==> config.mk <==
export PLATFORM = sky130hd
export DESIGN_NAME = video_pattern_gen
export DESIGN_NICKNAME = d
export VERILOG_FILES = /design/src/rtl/video_pattern_gen.sv
export SDC_FILE = /design/constraint.sdc
export NUM_CORES = 1
export LEC_CHECK = 0
export CORE_ASPECT_RATIO = 0.75
export CORE_UTILIZATION = 30
export DETAILED_ROUTE_END_ITERATION = 8
export PLACE_DENSITY = 0.57
export SLEW_MARGIN = 20
export SYNTH_ARGS = -nofsm -noshare
export SYNTH_HDL_FRONTEND = slang
export SYNTH_SLANG_ARGS = --single-unit
==> constraint.sdc <==
create_clock -name pixel_clk -period 4.2 [get_ports pixel_clk]
set_input_delay 0.42 -clock pixel_clk [delete_from_list [all_inputs] [get_ports pixel_clk]]
set_output_delay 0.42 -clock pixel_clk [all_outputs]
set_load 0.005 [all_outputs]
==> src/rtl/video_pattern_gen.sv <==
// Video timing and test-pattern generator: sync/back porch/active/front porch raster with
// colourbar, grid, gradient and solid modes. Define VPG_SCROLL_EN for a per-frame scrolling colourbar.
module video_pattern_gen #(
    parameter int unsigned H_SYNC  = 40,
    parameter int unsigned H_BACK  = 220,
    parameter int unsigned H_DISP  = 1280,
    parameter int unsigned H_FRONT = 110,
    parameter int unsigned V_SYNC  = 5,
    parameter int unsigned V_BACK  = 20,
    parameter int unsigned V_DISP  = 720,
    parameter int unsigned V_FRONT = 5,
    parameter int unsigned COLOR_W = 8,
    parameter int unsigned CNT_W   = 12
) (
    input  logic                   pixel_clk,
    input  logic                   sys_rst,
    input  logic [1:0]             mode,
    input  logic [3*COLOR_W-1:0]   solid_rgb,
    output logic                   video_hs,
    output logic                   video_vs,
    output logic                   video_de,
    output logic [3*COLOR_W-1:0]   video_rgb,
    output logic [CNT_W-1:0]       pixel_xpos,
    output logic [CNT_W-1:0]       pixel_ypos,
    output logic                   frame_start
);

    localparam int unsigned H_TOTAL = H_SYNC + H_BACK + H_DISP + H_FRONT;
    localparam int unsigned V_TOTAL = V_SYNC + V_BACK + V_DISP + V_FRONT;
    localparam int unsigned H_ACT0  = H_SYNC + H_BACK;
    localparam int unsigned H_ACT1  = H_ACT0 + H_DISP;
    localparam int unsigned V_ACT0  = V_SYNC + V_BACK;
    localparam int unsigned V_ACT1  = V_ACT0 + V_DISP;
    localparam int unsigned BAR_W   = H_DISP / 8;
    localparam int unsigned RGB_W   = 3 * COLOR_W;

    logic [CNT_W-1:0] h_cnt;
    logic [CNT_W-1:0] v_cnt;
    logic [1:0]       mode_q;
    logic [RGB_W-1:0] solid_q;
    logic             h_last_c;
    logic             v_last_c;
    logic             origin_c;

    assign h_last_c = (h_cnt == CNT_W'(H_TOTAL - 1));
    assign v_last_c = (v_cnt == CNT_W'(V_TOTAL - 1));
    assign origin_c = (h_cnt == '0) && (v_cnt == '0);

    // Raster counters
    always_ff @(posedge pixel_clk or posedge sys_rst) begin
        if (sys_rst) begin
            h_cnt <= '0;
            v_cnt <= '0;
        end else if (h_last_c) begin
            h_cnt <= '0;
            v_cnt <= v_last_c ? '0 : v_cnt + CNT_W'(1);
        end else begin
            h_cnt <= h_cnt + CNT_W'(1);
        end
    end

    // Pattern controls only change on the frame origin so a frame is never mixed
    always_ff @(posedge pixel_clk or posedge sys_rst) begin
        if (sys_rst) begin
            mode_q  <= '0;
            solid_q <= '0;
        end else if (origin_c) begin
            mode_q  <= mode;
            solid_q <= solid_rgb;
        end
    end

`ifdef VPG_SCROLL_EN
    localparam int unsigned SUM_W = CNT_W + 1;
    logic [CNT_W-1:0] offset_q;
    logic [SUM_W-1:0] col_sum_c;

    // Offset steps on the transition into each new frame
    always_ff @(posedge pixel_clk or posedge sys_rst) begin
        if (sys_rst) begin
            offset_q <= '0;
        end else if (h_last_c && v_last_c) begin
            offset_q <= (offset_q == CNT_W'(H_DISP - 1)) ? '0 : offset_q + CNT_W'(1);
        end
    end
`endif

    logic             hs_c;
    logic             vs_c;
    logic             de_c;
    logic [CNT_W-1:0] x_c;
    logic [CNT_W-1:0] y_c;
    logic [CNT_W-1:0] col_c;
    logic [CNT_W-1:0] bar_idx_c;
    logic [2:0]       bar_c;
    logic [RGB_W-1:0] pix_c;
    logic [RGB_W-1:0] rgb_c;

    // Timing decode and pattern generation from the current counter state
    always_comb begin
        hs_c      = (h_cnt < CNT_W'(H_SYNC));
        vs_c      = (v_cnt < CNT_W'(V_SYNC));
        de_c      = (h_cnt >= CNT_W'(H_ACT0)) && (h_cnt < CNT_W'(H_ACT1)) &&
                    (v_cnt >= CNT_W'(V_ACT0)) && (v_cnt < CNT_W'(V_ACT1));
        x_c       = de_c ? h_cnt - CNT_W'(H_ACT0) : '0;
        y_c       = de_c ? v_cnt - CNT_W'(V_ACT0) : '0;
`ifdef VPG_SCROLL_EN
        col_sum_c = {1'b0, x_c} + {1'b0, offset_q};
        col_c     = (col_sum_c >= SUM_W'(H_DISP)) ? CNT_W'(col_sum_c - SUM_W'(H_DISP))
                                                  : CNT_W'(col_sum_c);
`else
        col_c     = x_c;
`endif
        bar_idx_c = col_c / CNT_W'(BAR_W);
        bar_c     = (bar_idx_c > CNT_W'(7)) ? 3'd7 : bar_idx_c[2:0];
        pix_c     = '0;
        unique case (mode_q)
            2'd0: pix_c = {{COLOR_W{~bar_c[1]}}, {COLOR_W{~bar_c[2]}}, {COLOR_W{~bar_c[0]}}};
            2'd1: pix_c = ((x_c[3:0] == 4'd0) || (y_c[3:0] == 4'd0)) ? '1 : '0;
            2'd2: pix_c = {3{x_c[COLOR_W-1:0]}};
            2'd3: pix_c = solid_q;
        endcase
        rgb_c     = de_c ? pix_c : '0;
    end

    // Output register stage keeps every output one cycle behind the counters
    always_ff @(posedge pixel_clk or posedge sys_rst) begin
        if (sys_rst) begin
            video_hs    <= 1'b0;
            video_vs    <= 1'b0;
            video_de    <= 1'b0;
            video_rgb   <= '0;
            pixel_xpos  <= '0;
            pixel_ypos  <= '0;
            frame_start <= 1'b0;
        end else begin
            video_hs    <= hs_c;
            video_vs    <= vs_c;
            video_de    <= de_c;
            video_rgb   <= rgb_c;
            pixel_xpos  <= x_c;
            pixel_ypos  <= y_c;
            frame_start <= origin_c;
        end
    end

endmodule

==> metrics.txt, run 1 <==
status finished, final reports clean; Critical Path End Type flip-flop; Switching Fraction 24.1%; fin. max-slew vios 0; Synthesis Warnings 0; final hold viol count 0; post-DP HPWL 9.11 mm; critical-path maximum fanout 23; Die Width 149 µm; largest family of logic cells by synthesized area simple AND/OR/NAND/NOR gates; Post-Synth Simple-Gate Area 22.2%; area of the multi-input gates 2100 µm²; combinational power share 4.1%; first-pass GRT wire length 20.4 mm; unrepaired setup endpoints after global routing false; CTS tree built; post-synthesis xor/xnor area fraction 5.43%; Post-CTS Setup Inserts 0; DR vias/cell 4.79; post-synthesis compound-gate area fraction 11.6%; NetSw 0.461 mW; commonest register cell after synthesis dfrtp_1; FF+latch area 2550 µm²; Mapped Cells 517; DRC viols 0; clock power share 43.4%; initial antenna violation count 0; Post-CTS Hold Buffers 0; max_cap viols 0; post-synthesis net count 556; # fillers 1535; IO Count 80; post-cts sizing count 0; post-synth top area share 52.8%; startpoint class of the critical path flip-flop; CP arrival 3.62 ns; total wire length 12.3 mm; multiplexer share of the synthesized area 0.932%; clock transition at the registers of the reported paths 0.08 ns; Critical Path Sink video_rgb[22]; total track usage 15.9%; P_leak 2.70 nW; Max-slew headroom 46.2%; endpoints failing setup 0; transition time of the tightest slew-check pin 0.808 ns; sequential share of power 52.5%; P_int 1.45 mW; Port Buffers 79; Layout Utilization 39.4%; CTS buffer count 9; DP Worst Slack 0.769 ns; Post-synth EDFFs 0; drt first pass iters 4; ratio of cells with drive above 1 in the final layout 6.45%; H-tree levels 3; Non-Filler Instances 794; Crit Reg-Reg Startpoint h_cnt[2]; worst hold slack 0.376 ns; setup tns final 0 ns; synth cell count leaders nand2_1, dfrtp_1, nor2_1; vias after detailed routing 3807; clk_lat worst skew 0.36 ns; Iter 0 DRT Violations 213; GRT overflow 0; worst clock skew 0.0121 ns; Critical path origin h_cnt[2]; PD cells 314 nW/µm²; count leader, synth nand2_1; Clock Tree Root clkbuf_16; Seq/Total Area, Yosys 52.8%; largest net degree at the start of global routing 46; Fmax 292 MHz; area of the die 16600 µm²; worst setup margin 0.771 ns; post-synthesis adder-cell area fraction 3.05%; worst reg2reg endpoint video_rgb[22]; post-synthesis cell type count 56; average cell area after synthesis 9.35 µm²; row count 39; CP Data Required Time 4.39 ns; Syn-to-layout area delta 26.0%; Final ANT Viol Nets 0; reg2reg path depth 10; vias in the first global route 3827; FF+latch count, synth 102; RePlAce Congestion 0.812; CTS sink cnt 102; area leader, netlist dfrtp_1; min cycle time layout 3.43 ns; Clock Tree Buf Depth 2; R2R setup slack 0.77 ns; Core ar. 15500 µm²; synth top area cells dfrtp_1, nand2_1, nor2_1; fin crit share 81.6%; Ant. Diodes 0; crit path kind flip-flop to flip-flop; fraction of registers with async set/reset 100%; Routed WL per cell 15.5 µm; placed insts 778; initial core utilization 31.3%; Nets 623; Die Ht 112 µm; HP Class input port to asynchronous set/reset pin; worst vdd ir 0.192 mV; Mapped Area 4830 µm²
state kept, by name (all words and copies together), names as in the netlist:
name	cells
solid_q	24
video_rgb	24
h_cnt	12
pixel_xpos	12
pixel_ypos	12
v_cnt	12
mode_q	2
frame_start	1
video_de	1
video_hs	1
video_vs	1
worst min path at each step:
stage	from	endpoint	slack, ns	cells after the start
global route	sys_rst	solid_q[6]	0.40	2
global placement	solid_q[16]	solid_q[16]	0.46	2
detailed placement	solid_q[9]	solid_q[9]	0.47	2
CTS	sys_rst	solid_q[6]	0.38	2
floorplan	solid_q[0]	solid_q[0]	0.45	2
finish	sys_rst	solid_q[6]	0.38	2
per-layer routing:
metal  vias to the layer above  wire length, µm  track usage (%)
met1                      1868             6270             23.3
met2                        66             5440             23.1
met3                         9              465             3.48
met4                         0              148             4.67
met5                         -                0                0
li1                       1864                -                -
stage by stage:
stage / area [µm²] / power [mW]
after floorplan: 4830 / 1.06
after global placement: 5790 / 1.10
after detailed placement: 5790 / 1.10
after CTS: 6090 / 1.94
after global routing: 6090 / 1.98
final: 6090 / 1.91
cell type report:
type,count,area share [%]
tap,205,4.21
timing repair buffer,84,13.6
inverter,15,0.966
sequential,102,41.9
multi-input combinational,372,34.4
clock buffer,9,3.70
clock inverter,7,1.19
power groups by stage:
stage | clock network [mW] | logic [mW] | registers (mW)
after floorplan | 0 | 0.0382 | 1.02
after detailed placement | 0 | 0.0796 | 1.02
final | 0.829 | 0.0776 | 1.00
after global routing | 0.888 | 0.0891 | 1.00
after global placement | 0 | 0.0772 | 1.02
after CTS | 0.858 | 0.0798 | 1.00
placed cells by master (no fill, tap or decap), types with 2 or more instances in the layout:
master           instances
a21o_1                   2
buf_4                    5
clkbuf_16                9
a32oi_1                  2
o21ai_0                 26
nor2_1                  48
and2_1                   6
nand2b_1                 4
ha_1                    11
or4_1                    2
nand3_1                  7
nor3_1                  16
xor2_1                  15
dfrtp_1                102
inv_6                    3
nor4_1                   4
nand2_1                122
a31oi_1                  2
or3_1                   10
clkdlybuf4s50_1         79
a21oi_1                 25
a21oi_2                  2
nor2b_1                  3
and3_1                   3
o211ai_1                 2
inv_8                    2
nand4_1                  8
mux2i_1                  3
a211oi_1                 8
xnor2_1                 15
inv_1                   13
a211o_1                  2
critical path, stage by stage (launching register included):
cell	delay, ns
dfrtp_1	0.47
inv_1	0.16
ha_1	0.23
nor3b_2	0.42
and3_1	0.36
o22ai_1	0.14
a211o_1	0.58
o21ai_0	0.26
nand2_1	0.22
o21ai_0	0.25
a211oi_1	0.16
kinds of logic after synthesis:
logic type / after synthesis
adder cells (fa/ha/maj): 12
flip-flops: 102
buffers and inverters: 43
XOR/XNOR: 30
AND/OR/NAND/NOR: 240
AO/OA/AOI/OAI: 86
multiplexers: 4
No activity file was read; power rests on OpenSTA's default activity.
==> run 2: changes to the inputs <==
Settings changed: PLACE_DENSITY 0.57 to 0.59.
Clock period 4.2 ns to 3 ns, I/O delays scaled along.
==> run 2 against run 1 <==
Effect of this change:
- count of clock-buffer cells in the layout is the same
- global-route usage grew 0.12 points
- routed wire length grew 1.5%
- clock power grew 45%
- maximum frequency grew 23%
- total power grew 42%
- critical path type unchanged
- first-iteration DRC count grew 50%
==> metrics.txt, run 2 (synthesized netlist as in run 1, its figures left out) <==
endpoints failing setup 0; P_leak 2.76 nW; vias after detailed routing 3910; Port Buffers 79; Ant. Diodes 0; H-tree levels 3; crit path kind flip-flop to flip-flop; drt first pass iters 5; placed insts 789; initial antenna violation count 0; setup tns final 0 ns; final instance area 6210 µm²; Syn-to-layout area delta 28.4%; Post-DP Area 5880 µm²; DR vias/cell 4.85; Clock Tree Buf Depth 2; Critical Path End Type flip-flop; most frequent cells in the layout nand2_1, dfrtp_1, clkdlybuf4s50_1, nor2_1, a21oi_1; total track usage 16.0%; CTS sink cnt 102; initial core utilization 31.3%; Non-Filler Instances 806; Clock Tree Root clkbuf_16; Fmax 357 MHz; Layout Utilization 40.1%; IO Count 80; CP arrival 3.02 ns; worst setup margin 0.203 ns; Final ANT Viol Nets 0; ratio of cells with drive above 1 in the final layout 8.32%; CTS buffer count 9; Die Ht 112 µm; Max-slew headroom 49.0%; unrepaired setup endpoints after global routing false; CTS tree built; Crit Reg-Reg Startpoint h_cnt[2]; critical-path maximum fanout 8; Nets 635; Die Width 149 µm; CP Data Required Time 3.22 ns; reg2reg path depth 10; row count 39; status finished, final reports clean; worst reg2reg endpoint video_rgb[1]; Critical Path Sink video_rgb[1]; worst vdd ir 0.238 mV; startpoint class of the critical path flip-flop; DP Worst Slack 0.111 ns; Iter 0 DRT Violations 320; Core ar. 15500 µm²; Top Registers solid_q: 24 flops, video_rgb: 24 flops; Critical path origin h_cnt[2]; post-DP HPWL 9.27 mm; Total Power 2.72 mW; Routed WL per cell 15.5 µm; fin. max-slew vios 0; worst hold slack 0.378 ns; total wire length 12.5 mm; worst clock skew 0.00781 ns; HP Class input port to asynchronous set/reset pin; clock transition at the registers of the reported paths 0.07 ns; area of the die 16600 µm²; DRC viols 0; most common cell after layout, fill and taps aside nand2_1; fin crit share 93.2%; max_cap viols 0; final hold viol count 0; transition time of the tightest slew-check pin 0.761 ns; PD cells 438 nW/µm²; largest net degree at the start of global routing 48; clk_lat worst skew 0.35 ns; vias in the first global route 3841; RePlAce Congestion 0.846; GRT overflow 0; min cycle time layout 2.80 ns; first-pass GRT wire length 20.4 mm; R2R setup slack 0.20 ns
## run 2: changes by cell type in the layout (fill, tap and decap cells not counted), sizes merged
cell,before,now
buf,5,17
bufinv,0,1
clkinv,2,4
clkinvlp,1,2
inv,19,15
## run 2: how the worst min path moves through the flow
stage	slack, ns	to	depth (start not counted)	startpoint
finish	0.38	solid_q[13]	2	sys_rst
global route	0.43	solid_q[13]	2	sys_rst
CTS	0.40	solid_q[13]	2	sys_rst
detailed placement	0.47	solid_q[8]	2	solid_q[8]
global placement	0.46	solid_q[22]	2	solid_q[22]
floorplan	0.41	mode_q[0]	2	mode[0]
## run 2: repair_timing
item,4_1_cts,5_1_grt
gates resized for setup,0,7
setup buffers,0,1
hold buffers,0,0
setup endpoints to repair,0,24
## run 2: final cells by class
| class | instances | area [µm²] |
|---|---|---|
| timing repair buffer | 96 | 931 |
| multi-input combinational | 372 | 2100 |
| clock buffer | 9 | 225 |
| fill | 1480 | 9260 |
| inverter | 15 | 58.8 |
| tap | 205 | 256 |
| clock inverter | 7 | 83.8 |
| sequential | 102 | 2550 |
## run 2: routing by layer
metal  track usage [%]  share of wire [%]
met5                 0                  0
met4              5.29                1.2
met3              4.06                5.7
met2              22.5                 44
met1              23.6                 49
## run 2: worst max-delay path, cell delays in order, from the launching register on
cell and delay [ns]:
dfrtp_1 0.38, inv_1 0.11, ha_1 0.24, nor3b_4 0.31
and3_2 0.29, nor3_1 0.12, maj3_1 0.37, or3_1 0.33
a41oi_2 0.21, o21a_4 0.23, a21oi_1 0.06
## run 2: where the power goes
part	total, mW	leakage [nW]	internal [mW]	switching, mW
sequential	1.40	1.35	1.39	0.0124
clock	1.20	0.145	0.657	0.544
combinational	0.113	1.27	0.0485	0.0640
total	2.72	2.76	2.10	0.620
==> run 3: changes to the inputs <==
Settings changed: GPL_ROUTABILITY_DRIVEN set to 0.
==> results of run 3 <==
No change in the layout: final DEF, timing and power equal those of run 2.
